--- config.mk ---
export PLATFORM = sky130hd
export DESIGN_NAME = nec_ir_receiver
export DESIGN_NICKNAME = d
export VERILOG_FILES = /design/src/rtl/nec_ir_receiver.sv
export SDC_FILE = /design/constraint.sdc
export NUM_CORES = 1
export LEC_CHECK = 0
export ABC_AREA = 0
export CORE_AREA = 2 2 102 104
export CTS_CLUSTER_DIAMETER = 30
export DETAILED_ROUTE_END_ITERATION = 10
export DIE_AREA = 0 0 104 106
export DONT_BUFFER_PORTS = 1
export PLACE_DENSITY = 0.7
export SLEW_MARGIN = 20
export SYNTH_ARGS = -nofsm -noshare
export SYNTH_HDL_FRONTEND = slang
export SYNTH_SLANG_ARGS = --single-unit
--- constraint.sdc ---
create_clock -name clkIN -period 5.2 [get_ports clkIN]
set_input_delay 0.78 -clock clkIN [delete_from_list [all_inputs] [get_ports clkIN]]
set_output_delay 0.78 -clock clkIN [all_outputs]
set_load 0.005 [all_outputs]
--- src/rtl/nec_ir_receiver.sv ---
// NEC infrared frame decoder: times marks and spaces with a 10 us tick and
// presents each complete 32-bit frame on dataOUT with a one-cycle strobe.
module nec_ir_receiver #(
  parameter int CLOCK_SPEED = 50_000_000
) (
  input  logic        clkIN,
  input  logic        nResetIN,
  input  logic        rxIN,
  output logic        dataReceivedOUT,
  output logic [31:0] dataOUT
);

  localparam int TICK_DIV = CLOCK_SPEED / 100_000;
  localparam int TICK_W   = $clog2(TICK_DIV);
  localparam logic [TICK_W-1:0] TICK_LAST = TICK_W'(TICK_DIV - 1);
  localparam logic [10:0] DUR_MAX = 11'd2047;
  localparam logic [10:0] TIMEOUT = 11'd1100;

  typedef enum logic [2:0] {
    IDLE, LEAD_MARK, LEAD_SPACE, BIT_MARK, BIT_SPACE, STOP_MARK
  } state_t;

  state_t            state, stateNext;
  logic              rxMeta_p0, rxSync_p1, rxPrev_p2;
  logic              rise, fall, anyEdge, tick, timeout;
  logic [TICK_W-1:0] tickCnt;
  logic [10:0]       durCnt;
  logic [4:0]        bitCnt;
  logic [31:0]       frameReg;
  logic              bitClr, bitStore, bitVal, loadOut;

  function automatic logic inRange(input logic [10:0] d, input logic [10:0] lo,
                                   input logic [10:0] hi);
    return (d >= lo) && (d <= hi);
  endfunction

  // Stage p0/p1: synchronizer; p2: previous sample for edge detection
  always_ff @(posedge clkIN or negedge nResetIN) begin
    if (!nResetIN) begin
      rxMeta_p0 <= 1'b0;
      rxSync_p1 <= 1'b0;
      rxPrev_p2 <= 1'b0;
    end else begin
      rxMeta_p0 <= rxIN;
      rxSync_p1 <= rxMeta_p0;
      rxPrev_p2 <= rxSync_p1;
    end
  end

  assign rise    = rxSync_p1 & ~rxPrev_p2;
  assign fall    = ~rxSync_p1 & rxPrev_p2;
  assign anyEdge = rise | fall;
  assign tick    = (tickCnt == TICK_LAST);
  assign timeout = (state != IDLE) && (durCnt >= TIMEOUT);

  // Both timers restart on every line edge so durCnt reads the phase length
  always_ff @(posedge clkIN or negedge nResetIN) begin
    if (!nResetIN) begin
      tickCnt <= '0;
      durCnt  <= '0;
    end else if (anyEdge) begin
      tickCnt <= '0;
      durCnt  <= '0;
    end else begin
      tickCnt <= tick ? '0 : tickCnt + TICK_W'(1);
      if (tick && durCnt != DUR_MAX) durCnt <= durCnt + 11'd1;
    end
  end

  always_comb begin
    stateNext = state;
    bitClr    = 1'b0;
    bitStore  = 1'b0;
    bitVal    = 1'b0;
    loadOut   = 1'b0;
    if (timeout) begin
      stateNext = IDLE;
    end else begin
      case (state)
        IDLE:       if (rise) stateNext = LEAD_MARK;
        LEAD_MARK:  if (fall) stateNext = inRange(durCnt, 11'd800, 11'd1000) ? LEAD_SPACE : IDLE;
        LEAD_SPACE: if (rise) begin
          if (inRange(durCnt, 11'd400, 11'd500)) begin
            bitClr    = 1'b1;
            stateNext = BIT_MARK;
          end else begin
            stateNext = IDLE;
          end
        end
        BIT_MARK:   if (fall) stateNext = inRange(durCnt, 11'd40, 11'd75) ? BIT_SPACE : IDLE;
        BIT_SPACE:  if (rise) begin
          if (inRange(durCnt, 11'd40, 11'd75) || inRange(durCnt, 11'd140, 11'd190)) begin
            bitStore  = 1'b1;
            bitVal    = inRange(durCnt, 11'd140, 11'd190);
            stateNext = (bitCnt == 5'd31) ? STOP_MARK : BIT_MARK;
          end else begin
            stateNext = IDLE;
          end
        end
        STOP_MARK:  if (fall) begin
          loadOut   = inRange(durCnt, 11'd40, 11'd75);
          stateNext = IDLE;
        end
        default:    stateNext = IDLE;
      endcase
    end
  end

  always_ff @(posedge clkIN or negedge nResetIN) begin
    if (!nResetIN) begin
      state           <= IDLE;
      bitCnt          <= '0;
      dataReceivedOUT <= 1'b0;
      dataOUT         <= '0;
    end else begin
      state           <= stateNext;
      dataReceivedOUT <= loadOut;
      if (bitClr)        bitCnt <= '0;
      else if (bitStore) bitCnt <= bitCnt + 5'd1;
      if (loadOut)       dataOUT <= frameReg;
    end
  end

  // Bytes arrive LSB first; byte n lands in dataOUT[31-8n -: 8]
  always_ff @(posedge clkIN) begin
    if (bitStore) frameReg[{~bitCnt[4:3], bitCnt[2:0]}] <= bitVal;
  end

endmodule

Word level (Yosys, flattened, before mapping)
Index checks and enable logic that the tools add are counted.
W data, S select, Z words.
{"block": "totals", "reg_bits": 96, "in_bits": 3, "wordCells": 94}
{"block": "classes", "n_addsub": 3, "order_cmp": 11, "n_eq_ne": 14, "n_mux": 37, "bitwise_logic": 6, "reduce_logical": 13}
{"cell": "$bwmux W32", "count": 1}
{"cell": "$mux W3", "count": 10}
{"cell": "$mux W11", "count": 2}
{"cell": "$mux W9", "count": 2}
{"cell": "$ne A3 B3 Y1 const B", "count": 6}
{"cell": "$pmux W3 S6", "count": 1}
{"cell": "$mux W1", "count": 16}
{"cell": "$add A11 B1 Y11 const B", "count": 1}
{"cell": "$ge A11 B10 Y1 const B", "count": 1}
{"cell": "$ge A11 B11 Y1 const B", "count": 1}
{"cell": "$ge A11 B6 Y1 const B", "count": 1}
{"cell": "$ge A11 B8 Y1 const B", "count": 1}
{"cell": "$ge A11 B9 Y1 const B", "count": 1}
{"cell": "$le A11 B10 Y1 const B", "count": 1}
{"cell": "$le A11 B7 Y1 const B", "count": 1}
{"cell": "$le A11 B8 Y1 const B", "count": 1}
{"cell": "$le A11 B9 Y1 const B", "count": 1}
{"cell": "$ne A11 B11 Y1 const B", "count": 1}
{"cell": "$mux W5", "count": 2}
{"cell": "$add A9 B1 Y9 const B", "count": 1}
{"cell": "$eq A9 B9 Y1 const B", "count": 1}
{"cell": "$logic_and A1 B1 Y1", "count": 7}
{"cell": "$eq A3 B2 Y1 const B", "count": 2}
{"cell": "$eq A3 B3 Y1 const B", "count": 2}
{"cell": "other kinds (16)", "count": 20}

Depth between registers and ports, before layout
Gate-level depths: netlist of the first run.
{"block": "depth", "ltp_word": 9, "mapped_depth": 7}

Worst setup path after synthesis of the first run
Ideal clock, no wire load.
{"block": "synth_path", "path_kind": "register to register", "startpoint": "register durCnt[2]", "endpoint": "register frameReg[0] (data pin)", "setup_ps": 351, "arrival_time_ps": 2222, "slack_ps": 2627, "path_stages_with_launch": 6, "n_path_buf": 1, "cell_sequence": "dfrtp_1 buf_6 a211o_4 a2111oi_4 o21ai_0 nor2_1"}
{"block": "synth_between", "elab_chain_len": 8, "word_cells_on_any_way": 14, "classes_between": "order compare: 5; mux: 5; reduce/logical: 4"}
{"element": "from (decl)", "line": "27", "text": "logic [10:0] durCnt;"}
{"element": "from (signal assigned)", "line": "66", "text": "if (tick && durCnt != DUR_MAX) durCnt <= durCnt + 11'd1;"}
{"element": "$ge A11 B6 Y1, or another cell as far along", "line": "34", "text": "return (d >= lo) && (d <= hi);"}
{"element": "$logic_and A1 B1 Y1", "line": "34"}
{"element": "$logic_or A1 B1 Y1", "line": "92", "text": "if (inRange(durCnt, 11'd40, 11'd75) || inRange(durCnt, 11'd140, 11'd190)) begin"}
{"element": "$mux W1", "line": "92"}
{"element": "$mux W1", "line": "91", "text": "BIT_SPACE: if (rise) begin"}
{"element": "$mux W1", "line": "79", "text": "case (state)"}
{"element": "$mux W1 *", "line": "76", "text": "if (timeout) begin"}
{"element": "via bitVal", "line": "30", "text": "logic bitClr, bitStore, bitVal, loadOut;"}
{"element": "$bwmux W32 *", "line": "126", "text": "if (bitStore) frameReg[{~bitCnt[4:3], bitCnt[2:0]}] <= bitVal;"}
{"element": "to (signal, indexed assignment)", "line": "126"}
{"element": "to (decl)", "line": "29", "text": "logic [31:0] frameReg;"}
Mark *: on every way through the listed nets, which the timed path passes. The rest lies on a longest branch.
A chain may end at the register's enable or synchronous reset.

Worst setup path in the final report of the first run
{"block": "layout_path", "startpoint": "register durCnt[0]", "endpoint": "register frameReg[27], enable pin"}
{"block": "layout_between", "elab_chain_len": 7, "word_cells_on_any_way": 13, "classes_between": "order compare: 5; mux: 4; reduce/logical: 4"}
{"element": "$ge A11 B6 Y1, or another cell as far along", "line": "34"}
{"element": "$logic_and A1 B1 Y1", "line": "34"}
{"element": "$logic_or A1 B1 Y1", "line": "92"}
{"element": "$mux W1", "line": "92"}
{"element": "$mux W1", "line": "91"}
{"element": "$mux W1", "line": "79"}
{"element": "$mux W1 *", "line": "76"}
Mark *: on every way between the ends. The rest lies on a longest branch, timed or not.

==> metrics.yaml, run 1 <==
global_route:
  antenna_violations_before_repair: 0
  grt_pass1_vias: 2594
  globalRoute.totalOverflow: 0
  wire_length_of_the_first_global_routing_pass_um: 13000
  grt.total_usage: 0.145
  grt_max_degree: 65
routing:
  vias: 2564
  drt.antenna.violating_nets: 0
  drt-initial-drc-count: 86
  count_of_unresolved_drc_violations_after_routing: 0
  drt-pass1-iter-count: 4
  wirelength_um: 7490
  detail_route.vias_per_cell: 5.31
  detail_route.wl_per_cell_um: 15.5
clock_tree:
  clock_sinks: 96
  cts_repair_resize_count: 0
  clock_tree.root_cell: "clkbuf_8"
  cts_tree: "built"
  cts.hold.buffers_added: 0
  clockBufferDepth: 2
  register_clock_pin_slew_on_the_reported_worst_setup_and_hold_paths_ps: 110
  clk-insertion-delay-late_ps: 360
  h-tree-depth: 3
  postCtsSetupRepairBufs: 0
  cts_bufs_inserted: 9
timing:
  tightest_slew_ps: 606
  skew_ps: 12.3
  hold_ws_ps: 101
  time_the_worst_path_needs_with_i_o_delays_and_setup_ps: 2620
  finalSetupViolations: 0
  timing_hold_violations_final: 0
  post-route-period-util: 0.504
  layout_setup_ws_ps: 2580
  max-slew-margin-rel: 0.592
  maxClockFrequency_mhz: 382
  rsz0062_at_grt: "no"
  timing.setup.tns_ps: 0
  report.final.slew_viol_count: 0
pwr:
  pwr-share-comb: 0.034
  powerDensity_nw_per_um2: 284
  p_total_mw: 1.31
  p_switching_uw: 320
  internal_power_uw: 991
  vdd_ir_drop_max_v: 0.000142
  power_frac_seq: 0.607
  portion_of_total_power_attributed_to_the_clock_network: 0.360
  leakagePower_nw: 1.77
  power_switching_share: 0.244
yosys:
  synth_seq_area_share: 0.590
  ys_ff_latch: 96
  synth_ff_type: "dfrtp_1"
  synth.net_count: 358
  synth_area_um2: 4340
  synth_edf_count: 32
  syn_area_per_cell_um2: 12.6
  gate_count_after_technology_mapping: 345
  asyncSetResetFlopFracSynth: 0.667
  synth-warning-count: 0
  yosysUniqueCellTypes: 54
worst_setup_path:
  cp_cell_sequence: "ha_1 -> and4b_1 -> o32a_4 -> o21ai_2 -> nand3_2 -> nor4_1"
  crit_path_category: "flip-flop to flip-flop"
  critical_path_arrival_ps: 2660
  crit_required_ps: 5240
  cp-start-kind: "flip-flop"
  reg2reg_depth: 6
  crit_slowest_cell: "dfrtp_1"
  worst_path_largest_cell_delay_ps: 500
  critPathCaptureType: "flip-flop"
  path_max_fanout: 10
die:
  die_area_um2: 11000
  std_cell_rows: 37
  start_util: 0.434
  io_pins: 36
  dieWidth_um: 104
  die_y_um: 106
  core_um2: 10000
flow_run:
  cap_viol_max_count: 0
min_path:
  min-delay-path-class: "primary input to async pin"
placement:
  dpl_cell_area_um2: 4420
  gp_routability_congestion: 0.856
  placement.setup.worst_slack_ps: 2580
  hpwlAfterDp_um: 5130
  io_buf_count: 0
layout:
  final_design_area_no_fill_um2: 4620
  post_route_cells_drive_above_1_share: 0.164
  synthToLayoutAreaGrowth_pct: 6.40
  diodes: 0
  final_net_count: 355
  num-fill-cells: 925
status:
  outcome: "finished, final reports clean"
-- metal layers --
| layer | part of all wire | vias up | global-route usage |
|---|---|---|---|
| met4 | 0.013 | 0 | 0.0444 |
| met1 | 0.45 | 1271 | 0.182 |
| met2 | 0.49 | 51 | 0.245 |
| met3 | 0.043 | 10 | 0.0423 |
| met5 | 0 | - | 0 |
| li1 | - | 1232 | - |
-- synth_stat cells (all sizes together) (2+ instances only) --
cell type,instances,share of area
edfxtp,32,0.22
and2,9,0.013
or4,3,0.0052
inv,13,0.011
o21a,3,0.0052
nor3,12,0.014
clkbuf,8,0.0069
nor4b,3,0.0095
nand3b,3,0.0052
buf,8,0.017
nand2,13,0.011
nor4,5,0.011
a22o,2,0.0040
o21ai,5,0.0066
nor2,42,0.036
nand2b,8,0.012
nand4b,4,0.0081
mux2,32,0.083
o2111ai,3,0.0061
o31ai,3,0.0052
ha,10,0.029
and3,3,0.0043
o22ai,2,0.0029
nand3,16,0.021
xnor2,13,0.026
nand4,4,0.0058
a21boi,3,0.0052
mux2i,2,0.0046
dfrtp,64,0.37
-- power by group through the flow --
stage                     Sequential, mW  Clock (mW)  Combinational (mW)
after floorplan                    0.808           0              0.0368
after global placement             0.811           0              0.0436
after detailed placement           0.811           0              0.0444
after CTS                          0.795       0.491              0.0445
after global routing               0.797       0.520              0.0511
final                              0.796       0.472              0.0443
-- flip-flops by register name, indices dropped and copies added (netlist names) --
signal and count:
durCnt 11, dataReceivedOUT 1, rxSync_p1 1, tickCnt 9, frameReg 32, rxMeta_p0 1
rxPrev_p2 1, dataOUT 32, bitCnt 5, state 3
-- kinds of logic after synthesis --
| group | after synthesis | synth area share |
|---|---|---|
| fa+ha+maj | 10 | 0.0288 |
| flops | 96 | 0.590 |
| buf+inv | 29 | 0.0352 |
| compound gates | 33 | 0.0672 |
| mux | 34 | 0.0876 |
| simple gates | 129 | 0.163 |
| xor+xnor | 14 | 0.0282 |
-- path summary, 6_finish.rpt --
| check | slack, ps | end | startpoint |
|---|---|---|---|
| min in group clkIN | 360 | rxSync_p1 | rxMeta_p0 |
| worst max-delay path | 2580 | frameReg[27] | durCnt[0] |
| max in group asynchronous | 4970 | bitCnt[1] | nResetIN |
| worst min-delay path | 100 | dataOUT[4] | nResetIN |
| worst min register to register | 360 | rxSync_p1 | rxMeta_p0 |
| worst max register to register | 2580 | frameReg[27] | durCnt[0] |
-- through the flow --
| step | utilization | cells |
|---|---|---|
| final | 0.462 | 483 |
| after global routing | 0.462 | 483 |
| after CTS | 0.462 | 483 |
| after detailed placement | 0.442 | 467 |
| after global placement | 0.442 | 467 |
| after floorplan | - | 345 |
-- placed cells by master (no fill, tap or decap), drive strengths merged, types with 4 or more instances in the layout --
cell,count
dfrtp,64
nor2,42
edfxtp,32
mux2,32
inv,17
nand3,16
nand2,13
xnor2,13
nor3,12
ha,10
and2,9
clkbuf,9
nand2b,8
nor4,5
o21ai,5
nand4,4
nand4b,4
-- cell type report --
class	count	area [um2]	area share
Clock buffer	9	124	0.0268
Inverter	13	48.8	0.0106
Tap cell	136	170	0.0368
Sequential cell	96	2560	0.555
Multi-Input combinational cell	220	1630	0.352
Clock inverter	7	72.6	0.0157
Timing Repair Buffer	2	15.0	0.00325
-- critical path, delay by kind of cell (launching register included) --
family                     cells  cell delay (ps)
adders and majority gates      1              250
DFF                            1              500
AOI/OAI and AO/OA              2              730
and+or+nand+nor                3              830
No activity file was read; power rests on OpenSTA's default activity.
==> run 2, diff against run 1 <==
==> constraint.sdc (replaced) <==
create_clock -name clkIN -period 2.5 [get_ports clkIN]
set_input_delay 0.375 -clock clkIN [delete_from_list [all_inputs] [get_ports clkIN]]
set_output_delay 0.375 -clock clkIN [all_outputs]
set_load 0.005 [all_outputs]
==> metrics.yaml, run 2 (synthesis gave the netlist of run 1 again) <==
routing:
  vias: 2655  # was 2564
  detail_route.wl_per_cell_um: 15.8  # was 15.5 um
  wirelength_um: 7820  # was 7490 um
  count_of_unresolved_drc_violations_after_routing: 0  # unchanged
  drt-pass1-iter-count: 4  # unchanged
  drt-initial-drc-count: 100  # was 86
  drt.antenna.violating_nets: 0  # unchanged
  detail_route.vias_per_cell: 5.35  # was 5.31
min_path:
  min-delay-path-class: "primary input to flip-flop"  # was primary input to async pin
  min_from: "rxIN"
layout:
  finish.utilization: 0.479  # was 0.462
  most_frequent_cells_in_the_layout: "dfrtp_1 (64), nor2_1 (41), edfxtp_1 (32)"  # was dfrtp_1 (64), nor2_1 (42), edfxtp_1 (32)
  synthToLayoutAreaGrowth_pct: 10.3  # was 6.40%
  num-fill-cells: 881  # was 925
  final_net_count: 368  # was 355
  final_design_area_no_fill_um2: 4790  # was 4620 um2
  diodes: 0  # unchanged
  final_cells: 496  # was 483
  layout_commonest_cell: "dfrtp_1"  # unchanged
  post_route_cells_drive_above_1_share: 0.197  # was 0.164
timing:
  layout_setup_ws_ps: 220  # was 2580 ps
  skew_ps: 11.6  # was 12.3 ps
  timing.setup.tns_ps: 0  # unchanged
  hold_ws_ps: 33.2  # was 101 ps
  post-route-period-util: 0.912  # was 0.504
  tightest_slew_ps: 541  # was 606 ps
  report.final.slew_viol_count: 0  # unchanged
  rsz0062_at_grt: "no"  # unchanged
  maxClockFrequency_mhz: 439  # was 382 MHz
  finalSetupViolations: 0  # unchanged
  max-slew-margin-rel: 0.640  # was 0.592
  timing_hold_violations_final: 0  # unchanged
  time_the_worst_path_needs_with_i_o_delays_and_setup_ps: 2280  # was 2620 ps
pwr:
  p_switching_uw: 707  # was 320 uW
  p_total_mw: 2.88  # was 1.31 mW
  portion_of_total_power_attributed_to_the_clock_network: 0.385  # was 0.360
  power_frac_seq: 0.574  # was 0.607
  leakagePower_nw: 1.86  # was 1.77 nW
  powerDensity_nw_per_um2: 601  # was 284 nW/um2
  vdd_ir_drop_max_v: 0.000354  # was 0.000142 V
  internal_power_mw: 2.17  # was 991 uW
  power_switching_share: 0.246  # was 0.244
  pwr-share-comb: 0.041  # was 0.034
global_route:
  grt_pass1_vias: 2621  # was 2594
  grt_max_degree: 65  # unchanged
  globalRoute.totalOverflow: 0  # unchanged
  wire_length_of_the_first_global_routing_pass_um: 13200  # was 13000 um
  antenna_violations_before_repair: 0  # unchanged
  grt.total_usage: 0.147  # was 0.145
clock_tree:
  cts_bufs_inserted: 9  # unchanged
  h-tree-depth: 3  # unchanged
  cts_tree: "built"  # unchanged
  register_clock_pin_slew_on_the_reported_worst_setup_and_hold_paths_ps: 100  # was 110 ps
  clockBufferDepth: 2  # unchanged
  clk-insertion-delay-late_ps: 370  # was 360 ps
  clock_tree.root_cell: "clkbuf_8"  # unchanged
  postCtsSetupRepairBufs: 0  # unchanged
  clock_sinks: 96  # unchanged
status:
  outcome: "finished, final reports clean"  # unchanged
worst_setup_path:
  cp-startpoint: "durCnt[2]"  # was durCnt[0]
  crit_path_end: "frameReg[24]"  # was frameReg[27]
  critPathCaptureType: "flip-flop"  # unchanged
  timing.rr.start: "durCnt[2]"  # was durCnt[0]
  reg2reg_depth: 5  # was 6
  crit_required_ps: 2550  # was 5240 ps
  reg2reg_setup_slack_ps: 220  # was 2580 ps
  cp-start-kind: "flip-flop"  # unchanged
  path_max_fanout: 8  # was 10
  critical_path_arrival_ps: 2330  # was 2660 ps
  worstReg2RegEnd: "frameReg[24]"  # was frameReg[27]
  crit_path_category: "flip-flop to flip-flop"  # unchanged
placement:
  gp_routability_congestion: 0.805  # was 0.856
  io_buf_count: 0  # unchanged
  placement.setup.worst_slack_ps: 155  # was 2580 ps
  place.detailed.instances: 478  # was 467
  dpl_cell_area_um2: 4520  # was 4420 um2
  hpwlAfterDp_um: 5240  # was 5130 um
die:
  core_um2: 10000  # unchanged
  die_y_um: 106  # unchanged
  dieWidth_um: 104  # unchanged
  io_pins: 36  # unchanged
  start_util: 0.434  # unchanged
  die_area_um2: 11000  # unchanged
  std_cell_rows: 37  # unchanged
flow_run:
  cap_viol_max_count: 0  # unchanged
run 2: cell count changes in the layout (fill, tap and decap cells not counted), sizes merged:
cell,previous run,this run
inv,17,16
buf,2,14
clkinv,2,3
dlygate4sd3,0,1
clkinvlp,1,0
bufinv,0,1
run 2: per-layer routing:
layer	wire, um	vias up	share of wire	GRT usage
li1	-	1255	-	-
met1	3540	1330	0.45	0.190
met2	3860	61	0.49	0.249
met3	366	9	0.047	0.0392
met4	53	0	0.0068	0.0319
met5	0	-	0	0
run 2: final cells by class:
type	count	area, um2	share of cell area
sequential	96	2560	0.535
multi-input combinational	220	1640	0.342
tap	136	170	0.0355
timing repair buffer	15	148	0.0308
clock buffer	9	124	0.0259
clock inverter	7	97.6	0.0204
inverter	13	48.8	0.0102
run 2: power groups by stage:
stage	Combinational [mW]	Sequential, mW	Clock, mW
4_1_cts	0.119	1.65	1.14
3_5_place_dp	0.0909	1.68	0
6_report	0.118	1.65	1.11
2_1_floorplan	0.0767	1.68	0
5_1_grt	0.137	1.66	1.20
3_3_place_gp	0.0880	1.68	0
run 2: what timing repair did:
item / in CTS / in global routing
endpoints found under the setup margin: 0 / 2
gates resized for setup: 0 / 2
hold buffers: 2 / 0
endpoints found under the hold margin: 64 / 0
run 2: worst min-delay path by stage:
| stage | depth (start not counted) | endpoint |
|---|---|---|
| floorplan | 0 | bitCnt[0] |
| global placement | 0 | dataOUT[21] |
| detailed placement | 0 | dataOUT[22] |
| CTS | 0 | rxMeta_p0 |
| global route | 0 | rxMeta_p0 |
| finish | 0 | rxMeta_p0 |
run 2: critical path, stage by stage, from the launching register on:
cell	delay [ps]
dfrtp_1	410
a211o_4	370
a2111oi_4	410
o21a_2	280
nand3_2	210
nor4_1	290
